[config.mk]
export PLATFORM = sky130hd
export DESIGN_NAME = risc16b_core
export DESIGN_NICKNAME = d
export VERILOG_FILES = /design/src/rtl/risc16b_pkg.sv /design/src/rtl/risc16b_reg_file.sv /design/src/rtl/risc16b_core.sv
export SDC_FILE = /design/constraint.sdc
export NUM_CORES = 1
export LEC_CHECK = 0
export ABC_AREA = 1
export CAP_MARGIN = 20
export CORE_MARGIN = 2
export CORE_UTILIZATION = 55
export CTS_BUF_LIST = sky130_fd_sc_hd__clkbuf_2 sky130_fd_sc_hd__clkbuf_4 sky130_fd_sc_hd__clkbuf_8
export DETAILED_ROUTE_END_ITERATION = 8
export PLACE_DENSITY_LB_ADDON = 0.1
export SYNTH_ARGS = -nofsm -noshare
export SYNTH_HDL_FRONTEND = slang
export SYNTH_SLANG_ARGS = --single-unit
[constraint.sdc]
create_clock -name clk -period 11.79 [get_ports clk]
set_input_delay 2.358 -clock clk [delete_from_list [all_inputs] [get_ports clk]]
set_output_delay 2.358 -clock clk [all_outputs]
set_load 0.02 [all_outputs]
[src/rtl/risc16b_pkg.sv]
// Shared encodings for the risc16b core: opcodes, R-format function codes,
// the instruction-field view, and small decode helpers.
package risc16b_pkg;

  localparam logic [4:0] OP_R    = 5'b00000;
  localparam logic [4:0] OP_ADDI = 5'b00100;
  localparam logic [4:0] OP_ANDI = 5'b00110;
  localparam logic [4:0] OP_ORI  = 5'b00111;
  localparam logic [4:0] OP_LLI  = 5'b01000;
  localparam logic [4:0] OP_LUI  = 5'b01001;
  localparam logic [4:0] OP_BNEZ = 5'b10000;
  localparam logic [4:0] OP_BEQZ = 5'b10001;
  localparam logic [4:0] OP_BMI  = 5'b10010;
  localparam logic [4:0] OP_BPL  = 5'b10011;
  localparam logic [4:0] OP_J    = 5'b11000;

  localparam logic [4:0] F_NOP = 5'b00000;
  localparam logic [4:0] F_MV  = 5'b00001;
  localparam logic [4:0] F_NOT = 5'b00010;
  localparam logic [4:0] F_XOR = 5'b00011;
  localparam logic [4:0] F_ADD = 5'b00100;
  localparam logic [4:0] F_SUB = 5'b00101;
  localparam logic [4:0] F_SL8 = 5'b01000;
  localparam logic [4:0] F_SR8 = 5'b01001;
  localparam logic [4:0] F_SL  = 5'b01100;
  localparam logic [4:0] F_SR  = 5'b01101;
  localparam logic [4:0] F_AND = 5'b10000;
  localparam logic [4:0] F_OR  = 5'b10001;
  localparam logic [4:0] F_ST  = 5'b10100;
  localparam logic [4:0] F_SB  = 5'b10101;
  localparam logic [4:0] F_LD  = 5'b10110;
  localparam logic [4:0] F_LBU = 5'b10111;

  localparam logic [15:0] NOP_INSN = 16'h0000;

  // I-format shares this layout; its imm8 is {rs, func}.
  typedef struct packed {
    logic [4:0] op;
    logic [2:0] rd;
    logic [2:0] rs;
    logic [4:0] func;
  } insn_t;

  function automatic logic writes_reg(input logic [15:0] ir);
    logic wr;
    wr = 1'b0;
    casez (ir)
      16'b00000_???_???_00001, 16'b00000_???_???_00010,
      16'b00000_???_???_00011, 16'b00000_???_???_00100,
      16'b00000_???_???_00101, 16'b00000_???_???_01000,
      16'b00000_???_???_01001, 16'b00000_???_???_01100,
      16'b00000_???_???_01101, 16'b00000_???_???_10000,
      16'b00000_???_???_10001, 16'b00000_???_???_10110,
      16'b00000_???_???_10111,
      16'b00100_???_????????, 16'b00110_???_????????,
      16'b00111_???_????????, 16'b01000_???_????????,
      16'b01001_???_????????: wr = 1'b1;
      default:                 wr = 1'b0;
    endcase
    return wr;
  endfunction

  function automatic logic [15:0] sext8(input logic [7:0] v);
    return {{8{v[7]}}, v};
  endfunction

endpackage

[src/rtl/risc16b_reg_file.sv]
// Eight 16-bit general registers: two combinational read ports, one write port.
module risc16b_reg_file
  import risc16b_pkg::*;
(
  input  logic        clk,
  input  logic        rst,
  input  logic [2:0]  ra_addr,
  output logic [15:0] ra_data,
  input  logic [2:0]  rb_addr,
  output logic [15:0] rb_data,
  input  logic        we,
  input  logic [2:0]  wa,
  input  logic [15:0] wd
);

  logic [15:0] registers [0:7];

  assign ra_data = registers[ra_addr];
  assign rb_data = registers[rb_addr];

  always_ff @(posedge clk or posedge rst) begin
    if (rst) begin
      for (int i = 0; i < 8; i++) begin
        registers[i] <= 16'h0000;
      end
    end else if (we) begin
      registers[wa] <= wd;
    end
  end

endmodule

[src/rtl/risc16b_core.sv]
// risc16b core: IF / ID / EX / WB in-order pipeline with full forwarding into ID,
// loads and stores resolved in EX against combinational external memory.
module risc16b_core
  import risc16b_pkg::*;
#(
  parameter logic [15:0] RESET_PC = 16'h0000
) (
  input  logic        clk,
  input  logic        rst,
  output logic [15:0] i_addr,
  output logic        i_oe,
  input  logic [15:0] i_din,
  output logic [15:0] d_addr,
  output logic        d_oe,
  input  logic [15:0] d_din,
  output logic [15:0] d_dout,
  output logic [1:0]  d_we
);

  logic [15:0] if_pc_q, if_pc_d;
  logic [15:0] if_ir_q, if_ir_d;
  logic [15:0] if_ir_pc_q, if_ir_pc_d;
  logic [15:0] id_op1_q, id_op1_d;
  logic [15:0] id_op2_q, id_op2_d;
  logic [7:0]  id_imm_q, id_imm_d;
  logic [15:0] id_pc_q, id_pc_d;
  logic [15:0] id_ir_q, id_ir_d;
  logic [15:0] ex_result_q, ex_result_d;
  logic [15:0] ex_ir_q, ex_ir_d;

  logic [15:0] if_pc;
  insn_t       id_insn;
  insn_t       ex_insn;
  logic [15:0] rf_a_data;
  logic [15:0] rf_b_data;
  logic        ex_fwd;
  logic        wb_we;
  logic [15:0] ex_imm_sx;
  logic [15:0] br_target;
  logic        br_taken;

  assign if_pc   = if_pc_q;
  assign i_addr  = if_pc_q;
  assign i_oe    = 1'b1;
  assign d_addr  = id_op2_q;
  assign id_insn = insn_t'(if_ir_q);
  assign ex_insn = insn_t'(id_ir_q);
  assign wb_we   = writes_reg(ex_ir_q);

  risc16b_reg_file reg_file_inst (
    .clk     (clk),
    .rst     (rst),
    .ra_addr (id_insn.rd),
    .ra_data (rf_a_data),
    .rb_addr (id_insn.rs),
    .rb_data (rf_b_data),
    .we      (wb_we),
    .wa      (ex_ir_q[10:8]),
    .wd      (ex_result_q)
  );

  // Operand fetch: the EX result being computed now wins over the WB result,
  // which wins over the register file, so back-to-back dependencies never stall.
  always_comb begin
    ex_fwd = writes_reg(id_ir_q);
    if (ex_fwd && (ex_insn.rd == id_insn.rd)) begin
      id_op1_d = ex_result_d;
    end else if (wb_we && (ex_ir_q[10:8] == id_insn.rd)) begin
      id_op1_d = ex_result_q;
    end else begin
      id_op1_d = rf_a_data;
    end
    if (ex_fwd && (ex_insn.rd == id_insn.rs)) begin
      id_op2_d = ex_result_d;
    end else if (wb_we && (ex_ir_q[10:8] == id_insn.rs)) begin
      id_op2_d = ex_result_q;
    end else begin
      id_op2_d = rf_b_data;
    end
  end

  always_comb begin
    ex_imm_sx   = sext8(id_imm_q);
    br_target   = id_pc_q + 16'd2 + ex_imm_sx;
    ex_result_d = 16'h0000;
    d_we        = 2'b00;
    d_oe        = 1'b0;
    d_dout      = id_op1_q;
    br_taken    = 1'b0;
    case (ex_insn.op)
      OP_R: begin
        case (ex_insn.func)
          F_MV:  ex_result_d = id_op2_q;
          F_NOT: ex_result_d = ~id_op2_q;
          F_XOR: ex_result_d = id_op1_q ^ id_op2_q;
          F_ADD: ex_result_d = id_op1_q + id_op2_q;
          F_SUB: ex_result_d = id_op1_q - id_op2_q;
          F_SL8: ex_result_d = {id_op2_q[7:0], 8'h00};
          F_SR8: ex_result_d = {8'h00, id_op2_q[15:8]};
          F_SL:  ex_result_d = {id_op2_q[14:0], 1'b0};
          F_SR:  ex_result_d = {1'b0, id_op2_q[15:1]};
          F_AND: ex_result_d = id_op1_q & id_op2_q;
          F_OR:  ex_result_d = id_op1_q | id_op2_q;
          F_ST:  d_we = 2'b11;
          F_SB: begin
            // d_we[0] strobes the even (high) byte lane, d_we[1] the odd lane.
            d_dout = {id_op1_q[7:0], id_op1_q[7:0]};
            d_we   = id_op2_q[0] ? 2'b10 : 2'b01;
          end
          F_LD: begin
            d_oe        = 1'b1;
            ex_result_d = d_din;
          end
          F_LBU: begin
            d_oe        = 1'b1;
            ex_result_d = id_op2_q[0] ? {8'h00, d_din[7:0]} : {8'h00, d_din[15:8]};
          end
          default: ex_result_d = 16'h0000;
        endcase
      end
      OP_ADDI: ex_result_d = id_op1_q + ex_imm_sx;
      OP_ANDI: ex_result_d = id_op1_q & {8'h00, id_imm_q};
      OP_ORI:  ex_result_d = id_op1_q | {8'h00, id_imm_q};
      OP_LLI:  ex_result_d = {8'h00, id_imm_q};
      OP_LUI:  ex_result_d = {id_imm_q, 8'h00};
      OP_BNEZ: br_taken = (id_op1_q != 16'h0000);
      OP_BEQZ: br_taken = (id_op1_q == 16'h0000);
      OP_BMI:  br_taken = id_op1_q[15];
      OP_BPL:  br_taken = ~id_op1_q[15];
      OP_J:    br_taken = 1'b1;
      default: ex_result_d = 16'h0000;
    endcase
  end

  // A taken branch redirects fetch and kills the two younger instructions.
  always_comb begin
    if (br_taken) begin
      if_pc_d = br_target;
      if_ir_d = NOP_INSN;
      id_ir_d = NOP_INSN;
    end else begin
      if_pc_d = if_pc_q + 16'd2;
      if_ir_d = i_din;
      id_ir_d = id_insn;
    end
    if_ir_pc_d = if_pc_q;
    id_pc_d    = if_ir_pc_q;
    id_imm_d   = {id_insn.rs, id_insn.func};
    ex_ir_d    = ex_insn;
  end

  always_ff @(posedge clk or posedge rst) begin
    if (rst) begin
      if_pc_q     <= RESET_PC;
      if_ir_q     <= NOP_INSN;
      if_ir_pc_q  <= RESET_PC;
      id_op1_q    <= 16'h0000;
      id_op2_q    <= 16'h0000;
      id_imm_q    <= 8'h00;
      id_pc_q     <= RESET_PC;
      id_ir_q     <= NOP_INSN;
      ex_result_q <= 16'h0000;
      ex_ir_q     <= NOP_INSN;
    end else begin
      if_pc_q     <= if_pc_d;
      if_ir_q     <= if_ir_d;
      if_ir_pc_q  <= if_ir_pc_d;
      id_op1_q    <= id_op1_d;
      id_op2_q    <= id_op2_d;
      id_imm_q    <= id_imm_d;
      id_pc_q     <= id_pc_d;
      id_ir_q     <= id_ir_d;
      ex_result_q <= ex_result_d;
      ex_ir_q     <= ex_ir_d;
    end
  end

endmodule

==> impl_metrics.prom <==
# TYPE chip_impl_metric gauge
chip_impl_metric{name="met2_usage_grt",unit=""} 0.552
chip_impl_metric{name="clkSlewWorstSetupHoldPaths",unit="ps"} 60
chip_impl_metric{name="max_slew.worst_pin.slew",unit="ps"} 1030
chip_impl_metric{name="number_of_enable_type_register_cells_in_the_synthesized_netlist",unit=""} 0
chip_impl_info{name="critical_path.slowest_cell",value="clkdlybuf4s50_1"} 1
chip_impl_metric{name="leakagePower",unit="nW"} 9.40
chip_impl_info{name="critical_path_class",value="reg2out"} 1
chip_impl_info{name="cts_tree",value="done"} 1
chip_impl_metric{name="layout.nets",unit=""} 2585
chip_impl_info{name="cp_common_cell",value="nor2_1"} 1
chip_impl_metric{name="max_slew_margin",unit=""} 0.311
chip_impl_metric{name="setup_viol",unit=""} 0
chip_impl_metric{name="grt_start_max_net_pins",unit=""} 125
chip_impl_metric{name="ioPinCount",unit=""} 86
chip_impl_metric{name="mappedNetlistArea",unit="mm²"} 0.0176
chip_impl_metric{name="h-tree-depth",unit=""} 2
chip_impl_metric{name="seq_area_frac_synth",unit=""} 0.390
chip_impl_metric{name="cap_viol_max_count",unit=""} 0
chip_impl_info{name="hold_path.class",value="reg2reg"} 1
chip_impl_metric{name="diodes",unit=""} 0
chip_impl_metric{name="cp_data_arrival_time",unit="ps"} 3470
chip_impl_metric{name="power.internal",unit="mW"} 2.85
chip_impl_metric{name="initialDrtViolationCount",unit=""} 1716
chip_impl_metric{name="die-width",unit="µm"} 183
chip_impl_metric{name="post_drt_wl_per_cell",unit="µm"} 19.9
chip_impl_metric{name="final-hold-violation-count",unit=""} 0
chip_impl_metric{name="areaGrowthSynthToFinish",unit="%"} 11.7
chip_impl_metric{name="pre_cts_slack",unit="ps"} 6330
chip_impl_metric{name="die_y",unit="µm"} 183
chip_impl_metric{name="dieArea",unit="mm²"} 0.0334
chip_impl_metric{name="final_layout_size_suffix_gt1_frac",unit=""} 0.0584
chip_impl_metric{name="timing.final.ws_setup",unit="ps"} 5970
chip_impl_metric{name="synthCells",unit=""} 2405
chip_impl_metric{name="holdBufCountCts",unit=""} 0
chip_impl_info{name="grt_setup_unrepaired",value="no"} 1
chip_impl_metric{name="pwr-share-clk",unit=""} 0.164
chip_impl_info{name="top_usage_layer",value="met2"} 1
chip_impl_metric{name="detail-route-antenna-nets",unit=""} 0
chip_impl_metric{name="p_comb_frac",unit=""} 0.539
chip_impl_metric{name="number_of_library_cell_types_mapped_by_synthesis",unit=""} 52
chip_impl_metric{name="initial_core_util",unit=""} 0.558
chip_impl_metric{name="groute.layer.met3.usage",unit=""} 0.0508
chip_impl_metric{name="synth_async_sr_flop_share",unit=""} 1.00
chip_impl_metric{name="crit_path_max_incr_delay",unit="ps"} 650
chip_impl_metric{name="worstPathMaxFanout",unit=""} 18
chip_impl_metric{name="clockBufferDepth",unit=""} 3
chip_impl_metric{name="cts_post_setup_buffers_inserted",unit=""} 0
chip_impl_metric{name="grt.total_usage",unit=""} 0.347
chip_impl_metric{name="vias_per_cell",unit=""} 5.83
chip_impl_metric{name="sum_neg_setup_slack",unit="ps"} 0
chip_impl_metric{name="worst_ep_required_time",unit="ps"} 9430
chip_impl_metric{name="gp_routability_congestion",unit=""} 1.03
chip_impl_metric{name="fin_skew",unit="ps"} 29.1
chip_impl_metric{name="final_min_period_over_clock_period",unit=""} 0.494
chip_impl_info{name="endpoint_class_of_the_critical_path",value="primary output"} 1
chip_impl_metric{name="wire_length_of_the_first_global_routing_pass",unit="µm"} 90000
chip_impl_metric{name="synthesis.yosys.warnings",unit=""} 0
chip_impl_metric{name="ir_worst_vdd",unit="µV"} 160
chip_impl_metric{name="tot_pwr",unit="mW"} 5.73
chip_impl_metric{name="place_inst",unit=""} 2802
chip_impl_metric{name="gr-usage-met1",unit=""} 0.472
chip_impl_metric{name="post_cts.resized_instances",unit=""} 0
chip_impl_metric{name="clock_network_latency_to_the_later_pin_of_the_worst_skew_pair",unit="ps"} 580
chip_impl_info{name="status",value="complete, no violations"} 1
chip_impl_metric{name="power.density",unit="mW/mm²"} 291
chip_impl_metric{name="share_of_the_core_filled_with_cells_in_the_final_layout",unit=""} 0.623
chip_impl_info{name="worstSetupStartpointType",value="flip-flop"} 1
chip_impl_info{name="critical_path_cell_by_cell",value="nor2_1 -> nand2_1 -> nor2_4 -> inv_1 -> nor2_1 -> nand4_1 -> o21ai_0 -> clkdlybuf4s50_1"} 1
chip_impl_metric{name="wl",unit="µm"} 57300
chip_impl_metric{name="place.detailed.hpwl",unit="µm"} 39800
chip_impl_metric{name="syn_avg_cell_area",unit="µm²"} 7.32
chip_impl_metric{name="drt_pre_antenna_iters",unit=""} 6
chip_impl_metric{name="cts-buffers-inserted",unit=""} 45
chip_impl_metric{name="share_seq_of_total_power",unit=""} 0.297
chip_impl_metric{name="grt.overflow.total",unit=""} 0
chip_impl_metric{name="coreArea",unit="mm²"} 0.0316
chip_impl_metric{name="via_count",unit=""} 16800
chip_impl_info{name="clockRootBuffer",value="clkbuf_8"} 1
chip_impl_metric{name="switchingPower",unit="mW"} 2.87
chip_impl_metric{name="max_clock_freq",unit="GHz"} 0.172
chip_impl_metric{name="final_cell_count_no_fill",unit=""} 2883
chip_impl_info{name="postSynth.topFlopCell",value="dfrtp_1"} 1
chip_impl_metric{name="ys_ff_latch",unit=""} 274
chip_impl_metric{name="cp_buf_inv_count",unit=""} 2
chip_impl_metric{name="io_buffer_count",unit=""} 84
chip_impl_metric{name="remaining_drc_errors",unit=""} 0
chip_impl_metric{name="numClockSinks",unit=""} 274
chip_impl_metric{name="grt_antenna_before_repair",unit=""} 0
chip_impl_metric{name="core.rowCount",unit=""} 65
chip_impl_metric{name="syn_nets",unit=""} 2543
chip_impl_info{name="timing.critical_path.max_delay_family",value="simple AND/OR/NAND/NOR gates"} 1
chip_impl_metric{name="switching_share",unit=""} 0.502
chip_impl_metric{name="timing.final.max_slew_violations",unit=""} 0
chip_impl_metric{name="final.min_clock_period",unit="ps"} 5820
chip_impl_metric{name="grt_pass1_vias",unit=""} 15900
-- registers in the layout (all words and copies together) (netlist names) --
register                 count
id_insn                     16
ex_ir_q                     13
ex_insn                     13
i_addr                      16
reg_file_inst.registers    128
d_addr                      16
id_pc_q                     16
ex_result_q                 16
id_op1_q                    16
id_imm_q                     8
id_pc_d                     16
-- path summary, 6_finish.rpt --
path / start / to / slack [ps] / cells past startpoint
min in group asynchronous: rst / reg_file_inst.registers[15] / 2340 / 2
max in group asynchronous: rst / ex_result_q[7] / 7080 / 4
worst min register to register: id_pc_d[1] / id_pc_q[1] / 340 / 0
worst min-delay path: id_pc_d[1] / id_pc_q[1] / 340 / 0
worst max register to register: ex_insn[1] / d_addr[7] / 7740 / 17
worst max-delay path: ex_insn[12] / d_dout[11] / 5970 / 8
-- power groups by stage --
stage               Clock, mW  Sequential [mW]  Combinational [mW]
floorplan                   0             1.58                2.11
global route            0.996             1.73                3.45
finish                  0.939             1.70                3.09
detailed placement          0             1.70                3.02
CTS                     0.951             1.68                3.04
global placement            0             1.69                2.97
-- worst reg2reg max path: cells and delay by family, from the launching register on --
| kind | cells | cell delay [ps] |
|---|---|---|
| simple gates | 12 | 1860 |
| compound gates | 2 | 880 |
| flops | 1 | 480 |
| buf+inv | 2 | 440 |
| fa+ha+maj | 1 | 280 |
-- final cells by class --
class | count | area, µm²
Inverter | 275 | 1050
Clock inverter | 15 | 186
Sequential cell | 274 | 6860
Timing Repair Buffer | 109 | 1040
Clock buffer | 66 | 840
Tap cell | 402 | 503
Multi-Input combinational cell | 1742 | 9180
Fill cell | 2925 | 11900
-- kinds of logic after synthesis --
group / count (synthesis) / synth area share
buf+inv: 389 / 0.0890
flops: 274 / 0.390
compound gates: 614 / 0.187
simple gates: 969 / 0.232
fa+ha+maj: 104 / 0.0752
other cells: 1 / 0.000213
xor+xnor: 54 / 0.0269
-- Yosys cell counts, types with 5 or more instances --
master | number | share of area
o2111ai_1 | 9 | 0.0045
buf_4 | 10 | 0.0043
xor2_1 | 39 | 0.019
buf_2 | 21 | 0.0060
or2_2 | 8 | 0.0028
o21ai_0 | 371 | 0.11
nor2_1 | 144 | 0.031
xnor2_1 | 15 | 0.0075
clkbuf_1 | 69 | 0.015
nand4_1 | 20 | 0.0071
buf_1 | 10 | 0.0021
nor2_2 | 5 | 0.0018
nand3_1 | 171 | 0.049
o211ai_1 | 18 | 0.0077
o21ai_1 | 6 | 0.0017
inv_1 | 263 | 0.056
a211oi_1 | 8 | 0.0034
ha_1 | 101 | 0.072
nand2_1 | 589 | 0.13
nor3_1 | 9 | 0.0026
nand3b_1 | 6 | 0.0026
inv_2 | 7 | 0.0015
a21oi_1 | 147 | 0.042
o22ai_1 | 24 | 0.0085
dfrtp_1 | 274 | 0.39
-- through the flow --
stage	area, µm²	hold slack (ps)
finish	19700	336
global placement	18600	332
detailed placement	18600	335
CTS	19700	336
floorplan	17600	331
global route	19700	354
-- cells in the final DEF, fill, tap and decap left out, types with 5 or more instances in the layout --
cell type and n:
clkbuf_4 11, buf_4 24, o2111ai_1 9, nor3_1 9, a21oi_1 147, o21ai_1 6, clkdlybuf4s50_1 84, clkinv_2 9
ha_1 101, a211oi_1 8, inv_2 8, inv_1 261, xor2_1 39, dfrtp_1 272, nand3_1 171, o22ai_1 24
or2_2 8, clkbuf_8 55, xnor2_1 15, nand2_1 589, nand3b_1 6, nor2_2 5, nor2_1 144, o211ai_1 18
o21ai_0 371, nand4_1 20
-- metal layers --
metal | share of wire | up-vias
li1 | - | 8030
met3 | 0.074 | 150
met2 | 0.45 | 769
met1 | 0.43 | 7848
met5 | 0 | -
met4 | 0.048 | 0
No activity file was read; power rests on OpenSTA's default activity.
